--- config.mk ---
export PLATFORM = sky130hd
export DESIGN_NAME = scan_sel_gen
export DESIGN_NICKNAME = d
export VERILOG_FILES = /design/src/rtl/scan_sel_gen_pkg.sv /design/src/rtl/scan_sel_gen.sv
export SDC_FILE = /design/constraint.sdc
export NUM_CORES = 1
export LEC_CHECK = 0
export BUFFER_PORTS_ARGS = -buffer_cell sky130_fd_sc_hd__buf_2
export CAP_MARGIN = 10
export CORE_MARGIN = 8
export CORE_UTILIZATION = 65
export CTS_BUF_LIST = sky130_fd_sc_hd__clkbuf_8
export DETAILED_ROUTE_END_ITERATION = 7
export MAX_ROUTING_LAYER = met4
export PLACE_DENSITY = 0.95
export SETUP_SLACK_MARGIN = 0.3
export SLEW_MARGIN = 30
export SYNTH_ARGS = -nofsm -noshare
export SYNTH_HDL_FRONTEND = slang
export SYNTH_SLANG_ARGS = --single-unit
--- constraint.sdc ---
create_clock -name i_clk -period 4.5 [get_ports i_clk]
set_clock_uncertainty 0.05 [all_clocks]
set_input_delay 0.675 -clock i_clk [delete_from_list [all_inputs] [get_ports i_clk]]
set_output_delay 0.675 -clock i_clk [all_outputs]
set_load 0.03 [all_outputs]
--- src/rtl/scan_sel_gen_pkg.sv ---
// Shared constants for the digit-scan select generator.
//   SEL_W         : width of the digit select bus (feeds a 3-to-8 decoder)
//   StIdle/StDwell/StBlank : scan FSM state encodings
package scan_sel_gen_pkg;

   localparam int unsigned SEL_W = 3;

   localparam logic [1:0] StIdle  = 2'd0;
   localparam logic [1:0] StDwell = 2'd1;
   localparam logic [1:0] StBlank = 2'd2;

endpackage

--- src/rtl/scan_sel_gen.sv ---
// Digit-scan select generator. Cycles o_sel over digits 0..i_last, holding each digit for
// i_div+1 cycles, then inserts BLANK_CYC blanking cycles before moving to the next digit.
// Ports:
//   i_clk   : system clock, all state on rising edge
//   i_rst   : asynchronous active-high reset
//   i_en    : scan enable; low returns to idle (digit 0, blanked)
//   i_div   : dwell length minus 1, latched at the start of every digit
//   i_last  : highest digit index scanned, sampled at every advance
//   o_sel   : current digit select
//   o_blank : all digits must be off while high
//   o_tick  : one-cycle pulse on the first cycle of each digit
//   o_frame : one-cycle pulse when o_sel wraps to 0 (coincides with o_tick)
module scan_sel_gen
   import scan_sel_gen_pkg::*;
#(
   parameter int unsigned DIV_W     = 16,
   parameter int unsigned BLANK_CYC = 4
) (
   input  logic             i_clk,
   input  logic             i_rst,
   input  logic             i_en,
   input  logic [DIV_W-1:0] i_div,
   input  logic [SEL_W-1:0] i_last,
   output logic [SEL_W-1:0] o_sel,
   output logic             o_blank,
   output logic             o_tick,
   output logic             o_frame
);

   localparam bit         HasBlank  = (BLANK_CYC != 0);
   // Terminal value of the blank counter; unused when there is no blanking.
   localparam logic [7:0] BlankLast = HasBlank ? 8'(BLANK_CYC - 1) : 8'd0;

   logic [1:0]       state_q, state_d;
   logic [SEL_W-1:0] sel_q, sel_d;
   logic             blank_q, blank_d;
   logic             tick_q, tick_d;
   logic             frame_q, frame_d;
   logic [DIV_W-1:0] dwell_cnt_q, dwell_cnt_d;
   logic [7:0]       blank_cnt_q, blank_cnt_d;
   logic [DIV_W-1:0] div_q, div_d;
   logic             advance;

   always_comb begin
      state_d     = state_q;
      sel_d       = sel_q;
      blank_d     = blank_q;
      tick_d      = 1'b0;
      frame_d     = 1'b0;
      dwell_cnt_d = dwell_cnt_q;
      blank_cnt_d = blank_cnt_q;
      div_d       = div_q;
      advance     = 1'b0;

      if (!i_en) begin
         state_d     = StIdle;
         sel_d       = '0;
         blank_d     = 1'b1;
         dwell_cnt_d = '0;
         blank_cnt_d = '0;
      end else begin
         case (state_q)
            StIdle: begin
               // Start at digit 0; the first digit always counts as a frame start.
               state_d     = StDwell;
               sel_d       = '0;
               blank_d     = 1'b0;
               tick_d      = 1'b1;
               frame_d     = 1'b1;
               div_d       = i_div;
               dwell_cnt_d = '0;
            end
            StDwell: begin
               if (dwell_cnt_q == div_q) begin
                  dwell_cnt_d = '0;
                  if (HasBlank) begin
                     state_d     = StBlank;
                     blank_d     = 1'b1;
                     blank_cnt_d = '0;
                  end else begin
                     advance = 1'b1;
                  end
               end else begin
                  dwell_cnt_d = dwell_cnt_q + 1'b1;
               end
            end
            StBlank: begin
               if (blank_cnt_q == BlankLast) begin
                  blank_cnt_d = '0;
                  advance     = 1'b1;
               end else begin
                  blank_cnt_d = blank_cnt_q + 8'd1;
               end
            end
            default: begin
               state_d     = StIdle;
               sel_d       = '0;
               blank_d     = 1'b1;
               dwell_cnt_d = '0;
               blank_cnt_d = '0;
            end
         endcase

         if (advance) begin
            // >= so that lowering i_last below the current digit wraps instead of
            // running through out-of-range indices.
            if (sel_q >= i_last) begin
               sel_d   = '0;
               frame_d = 1'b1;
            end else begin
               sel_d = sel_q + 1'b1;
            end
            state_d     = StDwell;
            tick_d      = 1'b1;
            blank_d     = 1'b0;
            div_d       = i_div;
            dwell_cnt_d = '0;
         end
      end
   end

   always_ff @(posedge i_clk or posedge i_rst) begin
      if (i_rst) begin
         state_q     <= StIdle;
         sel_q       <= '0;
         blank_q     <= 1'b1;
         tick_q      <= 1'b0;
         frame_q     <= 1'b0;
         dwell_cnt_q <= '0;
         blank_cnt_q <= '0;
         div_q       <= '0;
      end else begin
         state_q     <= state_d;
         sel_q       <= sel_d;
         blank_q     <= blank_d;
         tick_q      <= tick_d;
         frame_q     <= frame_d;
         dwell_cnt_q <= dwell_cnt_d;
         blank_cnt_q <= blank_cnt_d;
         div_q       <= div_d;
      end
   end

   assign o_sel   = sel_q;
   assign o_blank = blank_q;
   assign o_tick  = tick_q;
   assign o_frame = frame_q;

endmodule

==> impl_metrics.yaml, run 1 <==
run_status:
  status: "completed"
synth:
  yosysUniqueCellTypes: 48
  synth_fa_ha_area_share_pct: 4.57
  muxShareOfSynthArea_pct: 9.41
  async_flop_share_pct: 100
  syn_inst: 243
  synth-seq-area-share_pct: 43.9
  ys_warn_count: 0
  synth_fp_nets: 275
  synth_edf_count: 0
  synth_top_family_by_area: "simple AND/OR/NAND/NOR gates"
  syn_area_per_cell_um2: 11.3
  synth_top_cell_by_area: "dfrtp_1"
  yosysTopAreaCellShare_pct: 42.9
  synth_area_mm2: 0.00274
  synth_top_flop_cell: "dfrtp_1"
  synth-compound-area-share_pct: 8.54
  synth_xor_area_share_pct: 9.91
  ys_top_cells_by_area: "dfrtp_1 (43%), xor2_1 (7.0%), ha_1 (4.6%)"
  synth_seq_cells: 48
  synth-simple-area-share_pct: 19.0
sta:
  drv_slew: 0
  hold_viol: 0
  rsz0062_at_grt: "false"
  setup-tns-final_ns: 0
  worstMarginPinSlew_ns: 0.953
  hold_slack_ns: 0.425
  min_period_ns: 2.64
  post-route-period-util_pct: 58.6
  max-slew-margin-rel_pct: 36.5
  setup_violations: 0
  fmax_mhz: 379
min_path:
  min_from: "o_blank"
  min_path_type: "flop to flop"
  min_to: "o_blank"
  hold_depth: 2
detailed_routing:
  drt_wl_total_mm: 5.56
  num_vias: 1960
  drt_pass1_iterations: 4
  drt.antenna.violating_nets: 0
  drcViolationCount: 0
  vias_per_cell: 6.14
  wl_per_cell_um: 17.4
  drtIter0Drc: 188
global_routing:
  grt_pass1_wl_mm: 9.40
  antenna_found_initial: 0
  grt_pass1_vias: 2003
  grt_overflow: 0
  grt_max_degree: 49
  gr-usage-all-layers_pct: 18.8
place:
  dp_hpwl_mm: 3.90
  portBuffers: 27
  gp_congestion: 0.887
  placed_cells: 311
  placed_area_mm2: 0.00285
final_layout:
  final_core_util_pct: 74.0
  fin_area_mm2: 0.00298
  fin_nets: 300
  area_growth_pct: 8.81
  drive_gt1_share_pct: 30.1
  finalNonFillerCells: 319
  antenna_cells: 0
setup_path:
  reg2reg_from: "blank_cnt_q[6]"
  cp.arrival_ns: 2.78
  worst-setup-path-type: "flop to flop"
  path_max_fanout: 19
  r2r_end: "div_q[15]"
  cp.required_ns: 4.65
  reg2reg_depth: 4
  endpoint_kind: "flop"
  reg2reg_slack_ns: 1.86
  start_kind: "flop"
clock_tree:
  h-tree-depth: 2
  numCtsBuffers: 5
  cts_tree: "done"
  cts_num_sinks: 48
  post_cts_resized: 0
  clockRootBuffer: "clkbuf_8"
  clock_latency_ns: 0.31
  post_cts_buffers: 0
  clockBufferDepth: 2
  postCtsHoldBufs: 0
  clk_pin_slew_ns: 0.09
power_and_ir_drop:
  power_density_mw_per_mm2: 472
  leakage_nw: 1.34
  ir_drop_mv: 0.350
job:
  drv_cap: 0
die:
  die_area_mm2: 0.00655
  die_h_um: 80.9
  rows: 23
  io_pins: 28
  die_w_um: 80.9
  start_util_pct: 68.0
  core_area_mm2: 0.00403
worst max-delay path by stage:
stage / startpoint / depth (start not counted) / slack, ns / endpoint
6_report: blank_cnt_q[6] / 4 / 1.86 / div_q[15]
5_1_grt: blank_cnt_q[6] / 4 / 1.70 / div_q[14]
4_1_cts: blank_cnt_q[6] / 4 / 1.88 / div_q[15]
3_5_place_dp: blank_cnt_q[6] / 4 / 1.89 / div_q[9]
3_3_place_gp: blank_cnt_q[0] / 5 / 2.05 / div_q[8]
2_1_floorplan: blank_cnt_q[0] / 7 / 2.53 / div_q[0]
cells by family after synthesis:
| family | Yosys count |
|---|---|
| fa+ha+maj | 10 |
| xor+xnor | 31 |
| flops | 48 |
| compound gates | 31 |
| buf+inv | 21 |
| mux | 21 |
| simple gates | 81 |
cell usage in the layout, fill, tap and decap left out, types with 3 or more instances in the layout:
| cell type | netlist | final |
|---|---|---|
| xor2_1 | 22 | 22 |
| nor2_1 | 7 | 7 |
| and3_1 | 6 | 6 |
| a21oi_1 | 6 | 6 |
| o21ai_0 | 4 | 4 |
| mux2_4 | 7 | 7 |
| mux2i_1 | 4 | 4 |
| dfrtp_1 | 47 | 47 |
| ha_1 | 10 | 10 |
| nor2_2 | 10 | 10 |
| clkbuf_8 | 0 | 7 |
| nand4_1 | 6 | 6 |
| nand3_1 | 13 | 13 |
| a21boi_0 | 3 | 3 |
| inv_1 | 12 | 11 |
| xnor2_1 | 9 | 9 |
| nor3_1 | 6 | 6 |
| buf_2 | 1 | 27 |
| mux2_2 | 9 | 9 |
| nand2_1 | 13 | 13 |
| nor4_2 | 4 | 4 |
| o22ai_1 | 3 | 3 |
worst max-delay path, cell delays in order (launching register included):
cell     delay, ns
dfrtp_1       0.43
nor3_1        0.53
and3_2        0.33
o21a_1        0.76
mux2_2        0.42
Yosys cell counts, types with 3 or more instances:
master and instances:
buf_6 5, mux2_4 7, nor2_1 7, and3_1 6, xnor2_1 9, o21ai_0 4
nor2_2 10, nand2_1 13, ha_1 10, mux2_2 9, nand3_1 13, nand4_1 6
a21oi_1 6, inv_1 12, xor2_1 22, nor3_1 6, o22ai_1 3, mux2i_1 4
nor4_2 4, dfrtp_1 47, a21boi_0 3
through the flow:
stage,setup slack [ns],power [W]
floorplan,2.53,0.000986
global placement,2.05,0.00104
detailed placement,1.89,0.00107
CTS,1.88,0.00141
global route,1.70,0.00148
finish,1.86,0.00141
registers in the layout, summed over array words and instances (netlist names):
name	flops
div_q	16
dwell_cnt_q	16
blank_cnt_q	8
o_sel	3
state_q	2
o_blank	1
o_frame	1
o_tick	1
layer usage:
layer | global-route usage (%) | vias to the layer above | wire [um]
met5 | - | - | 0
met4 | 6.43 | 0 | 110
met3 | 4.30 | 12 | 294
met2 | 29.8 | 69 | 2710
met1 | 23.2 | 974 | 2450
li1 | - | 905 | -
report_power, final:
| part | internal (W) | leakage, nW | total (W) | switching, W |
|---|---|---|---|---|
| Combinational | 0.000210 | 0.648 | 0.000455 | 0.000246 |
| Sequential | 0.000531 | 0.625 | 0.000611 | 0.0000791 |
| Clock | 0.000196 | 0.0645 | 0.000341 | 0.000145 |
| Total | 0.000937 | 1.34 | 0.00141 | 0.000470 |
area by class of cell:
class                   count  area, um^2
clock buffers               7        96.3
clock inverters             1        30.0
fillers                   270        1050
inverters                  12        46.3
multi-input cells         174        1410
flip-flops and latches     48        1200
well taps                  50        62.6
repair buffers             27         135
Power figures use the tool's default switching activity.
==> run 2, diff against run 1 <==
--- a/config.mk
+++ b/config.mk
@@ -8,11 +8,11 @@
 export BUFFER_PORTS_ARGS = -buffer_cell sky130_fd_sc_hd__buf_2
 export CAP_MARGIN = 10
 export CORE_MARGIN = 8
-export CORE_UTILIZATION = 65
+export CORE_UTILIZATION = 61
 export CTS_BUF_LIST = sky130_fd_sc_hd__clkbuf_8
 export DETAILED_ROUTE_END_ITERATION = 7
 export MAX_ROUTING_LAYER = met4
-export PLACE_DENSITY = 0.95
+export PLACE_DENSITY = 0.92
 export SETUP_SLACK_MARGIN = 0.3
 export SLEW_MARGIN = 30
 export SYNTH_ARGS = -nofsm -noshare
==> constraint.sdc (replaced) <==
create_clock -name i_clk -period 2.7 [get_ports i_clk]
set_clock_uncertainty 0.05 [all_clocks]
set_input_delay 0.405 -clock i_clk [delete_from_list [all_inputs] [get_ports i_clk]]
set_output_delay 0.405 -clock i_clk [all_outputs]
set_load 0.03 [all_outputs]
==> impl_metrics.yaml, run 2 (synthesis results as in run 1) <==
run_status:
  status: "completed"
final_layout:
  antenna_cells: 0
  area_growth_pct: 9.18
  fin_area_mm2: 0.00299
  drive_gt1_share_pct: 30.9
  fin_nets: 303
  layout.cells.most_common: "dfrtp_1"
  multi_input_area_mm2: 0.00141
  fill_cells: 297
  layout_common_cells: "dfrtp_1 (47), buf_2 (27), xor2_1 (22), nand2_1 (13), nand3_1 (13)"
  top_regs: "div_q (16), dwell_cnt_q (16), blank_cnt_q (8)"
  seq_area_mm2: 0.00120
sta:
  rsz0062_at_grt: "false"
  drv_slew: 0
  min_period_ns: 2.25
  hold_slack_ns: 0.116
  fmax_mhz: 445
  post-route-period-util_pct: 83.2
  setup-tns-final_ns: 0
  hold_viol: 0
  max-slew-margin-rel_pct: 60.4
  worstMarginPinSlew_ns: 0.593
  setup_violations: 0
global_routing:
  grt_overflow: 0
  grt_max_degree: 49
  grt_pass1_vias: 2038
  gr-usage-all-layers_pct: 17.4
  antenna_found_initial: 0
  grt_pass1_wl_mm: 9.80
min_path:
  min_path_type: "input port to async pin"
die:
  start_util_pct: 62.9
  die_area_mm2: 0.00689
  rows: 24
  die_w_um: 83.0
  core_area_mm2: 0.00435
  die_h_um: 83.0
  io_pins: 28
setup_path:
  start_kind: "flop"
  endpoint_kind: "flop"
  path_max_fanout: 19
  crit_path_cell_trace: "ha_1 > nor4b_4 > and3_2 > o21a_1 > buf_4 > mux2_2"
  reg2reg_from: "blank_cnt_q[0]"
  cp_top_family: "simple AND/OR/NAND/NOR gates"
  worst-path-buf-inv: 1
  r2r_end: "div_q[12]"
  reg2reg_depth: 6
  cp.arrival_ns: 2.40
  reg2reg_slack_ns: 0.45
  cpMaxStageDelayCell: "dfrtp_1"
  worst-setup-path-type: "flop to flop"
  cp.required_ns: 2.85
  critPathMaxStageDelay_ns: 0.39
power_and_ir_drop:
  ir_drop_mv: 0.536
  leakage_nw: 1.34
  power_density_mw_per_mm2: 760
place:
  portBuffers: 27
  placed_area_mm2: 0.00287
  dp_hpwl_mm: 3.96
  gp_congestion: 0.868
clock_tree:
  clk_pin_slew_ns: 0.09
  numCtsBuffers: 5
  clock_latency_ns: 0.31
  h-tree-depth: 2
  clockBufferDepth: 2
  post_cts_resized: 0
  cts_num_sinks: 48
  postCtsHoldBufs: 0
  cts_tree: "done"
  clockRootBuffer: "clkbuf_8"
detailed_routing:
  vias_per_cell: 5.99
  drtIter0Drc: 148
  wl_per_cell_um: 17.8
  drcViolationCount: 0
  drt.antenna.violating_nets: 0
  drt_pass1_iterations: 4
  drt_wl_total_mm: 5.77
  num_vias: 1942
job:
  drv_cap: 0
[run 2: changes by cell type in the layout (fill, tap and decap cells not counted)]
| cell | previous run | this run |
|---|---|---|
| inv_4 | 0 | 1 |
| clkbuf_8 | 7 | 6 |
| bufinv_16 | 1 | 0 |
| buf_12 | 0 | 1 |
| clkinvlp_4 | 0 | 2 |
| clkinv_2 | 1 | 0 |
| buf_4 | 0 | 2 |
[run 2: layer usage]
layer,track usage (%),routed length (um),share of wire [%]
met2,26.2,2730,47
met4,9.11,172,3.0
met3,4.00,278,4.8
met1,21.3,2580,45
met5,-,0,0
[run 2: layout make-up]
class	count	area share (%)
clock buffers	6	2.76
repair buffers	30	5.69
well taps	52	2.17
inverters	12	1.59
multi-input cells	174	47.1
flip-flops and latches	48	40.2
clock inverters	2	0.502
[run 2: how the worst max path moves through the flow]
stage	startpoint	slack, ns	end	depth (start not counted)
after floorplan	blank_cnt_q[0]	0.73	div_q[0]	7
after global placement	blank_cnt_q[0]	0.53	div_q[9]	6
after detailed placement	dwell_cnt_q[4]	0.49	dwell_cnt_q[12]	5
after CTS	dwell_cnt_q[4]	0.44	dwell_cnt_q[12]	5
after global routing	blank_cnt_q[0]	0.36	div_q[12]	6
final	blank_cnt_q[0]	0.45	div_q[12]	6
[run 2: per-stage QoR]
stage	worst slack [ns]	utilization (%)	instances	power (W)
6_report	0.453	68.7	324	0.00227
5_1_grt	0.356	68.7	324	0.00241
4_1_cts	0.436	68.2	323	0.00225
3_5_place_dp	0.489	66.0	315	0.00179
3_3_place_gp	0.525	65.9	315	0.00176
2_1_floorplan	0.735	-	243	0.00164
[run 2: where the power goes]
| part | switching, W | leakage (nW) | total, W | internal, W |
|---|---|---|---|---|
| Sequential | 0.000129 | 0.625 | 0.00101 | 0.000886 |
| Clock | 0.000246 | 0.0434 | 0.000453 | 0.000207 |
| Combinational | 0.000429 | 0.669 | 0.000807 | 0.000378 |
[run 2: repair_timing]
item,CTS,global route
buffers inserted,0,1
endpoints found under the setup margin,0,4
hold endpoints to repair,0,0
[run 2: worst register-to-register path: cells and delay by family, from the launching register on]
family | cells | cell delay [ns]
AOI/OAI and AO/OA | 1 | 0.14
adders and majority gates | 1 | 0.27
buffers and inverters | 1 | 0.28
DFF | 1 | 0.39
muxes | 1 | 0.40
and+or+nand+nor | 2 | 0.62
==> run 3, diff against run 2 <==
==> constraint.sdc (replaced) <==
create_clock -name i_clk -period 2.1 [get_ports i_clk]
set_clock_uncertainty 0.05 [all_clocks]
set_input_delay 0.315 -clock i_clk [delete_from_list [all_inputs] [get_ports i_clk]]
set_output_delay 0.315 -clock i_clk [all_outputs]
set_load 0.03 [all_outputs]
==> impl_metrics.yaml, run 3 (synthesis results as in run 1) <==
run_status:
  status: "completed"
detailed_routing:
  drtIter0Drc: 323
  num_vias: 2496
  drcViolationCount: 0
  drt.antenna.violating_nets: 0
  vias_per_cell: 6.82
  drt_wl_total_mm: 9.57
  wl_per_cell_um: 26.1
  drt_pass1_iterations: 5
place:
  portBuffers: 27
  pre_cts_slack_ns: 0.0549
  dp_hpwl_mm: 4.14
  gp_congestion: 0.874
die:
  start_util_pct: 62.9
  die_w_um: 83.0
  rows: 24
  die_area_mm2: 0.00689
  io_pins: 28
  core_area_mm2: 0.00435
  die_h_um: 83.0
final_layout:
  top_regs: "div_q (16), dwell_cnt_q (16), blank_cnt_q (8)"
  fill_cells: 162
  area_growth_pct: 38.0
  layout_common_cells: "dfrtp_1 (43), buf_4 (32), buf_2 (27), xor2_1 (22), mux2_4 (17)"
  layout.cells.most_common: "dfrtp_1"
  fin_nets: 345
  antenna_cells: 0
  drive_gt1_share_pct: 49.7
  seq_area_mm2: 0.00121
  multi_input_area_mm2: 0.00171
  final_core_util_pct: 86.8
setup_path:
  crit_start: "dwell_cnt_q[14]"
  crit_path_cell_trace: "xor2_1 > nor4_4 > nand4_4 > buf_6 > a31oi_4 > clkbuf_16 > nor2_2"
  reg2reg_from: "dwell_cnt_q[14]"
  path_max_fanout: 7
  reg2reg_slack_ns: 0.06
  cp.required_ns: 2.24
  worst-setup-path-type: "flop to flop"
  cpMaxStageDelayCell: "dfrtp_1"
  start_kind: "flop"
  endpoint_kind: "flop"
  cp.arrival_ns: 2.18
  critPathMaxStageDelay_ns: 0.43
sta:
  post-route-period-util_pct: 97.2
  worstMarginPinSlew_ns: 0.548
  rsz0062_at_grt: "true"
  fmax_mhz: 490
  setup-tns-final_ns: 0
  max-slew-margin-rel_pct: 63.4
  drv_slew: 0
  min_period_ns: 2.04
  fin_ws_ns: 0.0589
  setup_violations: 0
  hold_viol: 0
clock_tree:
  h-tree-depth: 2
  cts_num_sinks: 48
  clockRootBuffer: "clkbuf_8"
  cts_tree: "done"
  numCtsBuffers: 5
  clk_pin_slew_ns: 0.09
  clock_latency_ns: 0.31
  clockBufferDepth: 2
global_routing:
  grt_pass1_vias: 2277
  grt_overflow: 0
  grt_pass1_wl_mm: 12.0
  gr-usage-all-layers_pct: 21.7
  antenna_found_initial: 0
  grt_max_degree: 20
power_and_ir_drop:
  leakage_nw: 1.69
  power_density_mw_per_mm2: 1050
  totalPowerFinal_w: 0.00396
  ir_drop_mv: 0.705
min_path:
  min_from: "i_div[1]"
  min_path_type: "input port to flop"
job:
  drv_cap: 0
run 3: cell count changes in the layout (fill, tap and decap cells not counted), sizes merged:
cell,delta
buf,+38
bufinv,+3
clkbuf,+2
clkinvlp,-2
dlygate4sd3,+1
run 3: routing by layer:
layer  vias to the layer above  GRT usage, %  wire [um]
li1                        999             -          -
met5                         -             -          0
met3                        60          4.39        846
met1                      1219          28.3       3810
met4                         0          7.67        452
met2                       218          32.7       4450
run 3: timing repair:
action | CTS | global route
hold buffers | 1 | 0
hold endpoints to repair | 10 | 0
endpoints found under the setup margin | 44 | 45
gates resized for setup | 25 | 44
gates cloned | 1 | 3
buffers inserted | 22 | 9
pin swaps | 12 | 18
run 3: critical path, delay by kind of cell, from the launching register on:
kind / cells / cell delay (ns)
compound gates: 1 / 0.25
xor+xnor: 1 / 0.20
buf+inv: 2 / 0.39
flops: 1 / 0.43
simple gates: 3 / 0.60
run 3: area by class of cell:
type / count / share of cell area, %
multi-input cells: 174 / 45.2
flip-flops and latches: 48 / 31.9
clock buffers: 5 / 1.82
well taps: 52 / 1.72
inverters: 12 / 1.19
repair buffers: 72 / 15.8
clock inverters: 3 / 2.38
run 3: report_power, final:
part           internal (W)  total, W  switching, W
clock              0.000595  0.000934      0.000339
sequential          0.00114   0.00132      0.000179
combinational      0.000855   0.00171      0.000854
total               0.00259   0.00396       0.00137
run 3: path summary, 6_finish.rpt:
check                                 endpoint  cells after the start
worst min register to register         o_blank                      2
min in group asynchronous             o_sel[2]                      3
worst max-delay path            dwell_cnt_q[8]                      7
worst max register to register  dwell_cnt_q[8]                      7
max in group asynchronous       dwell_cnt_q[8]                      4
worst min-delay path                  div_q[1]                      2
run 3: through the flow:
stage	hold WS [ns]	instance area, um^2	cells
3_5_place_dp	0.216	2960	322
3_3_place_gp	0.215	2960	322
2_1_floorplan	0.413	2750	243
5_1_grt	0.187	3780	366
4_1_cts	0.186	3430	354
6_report	0.182	3780	366
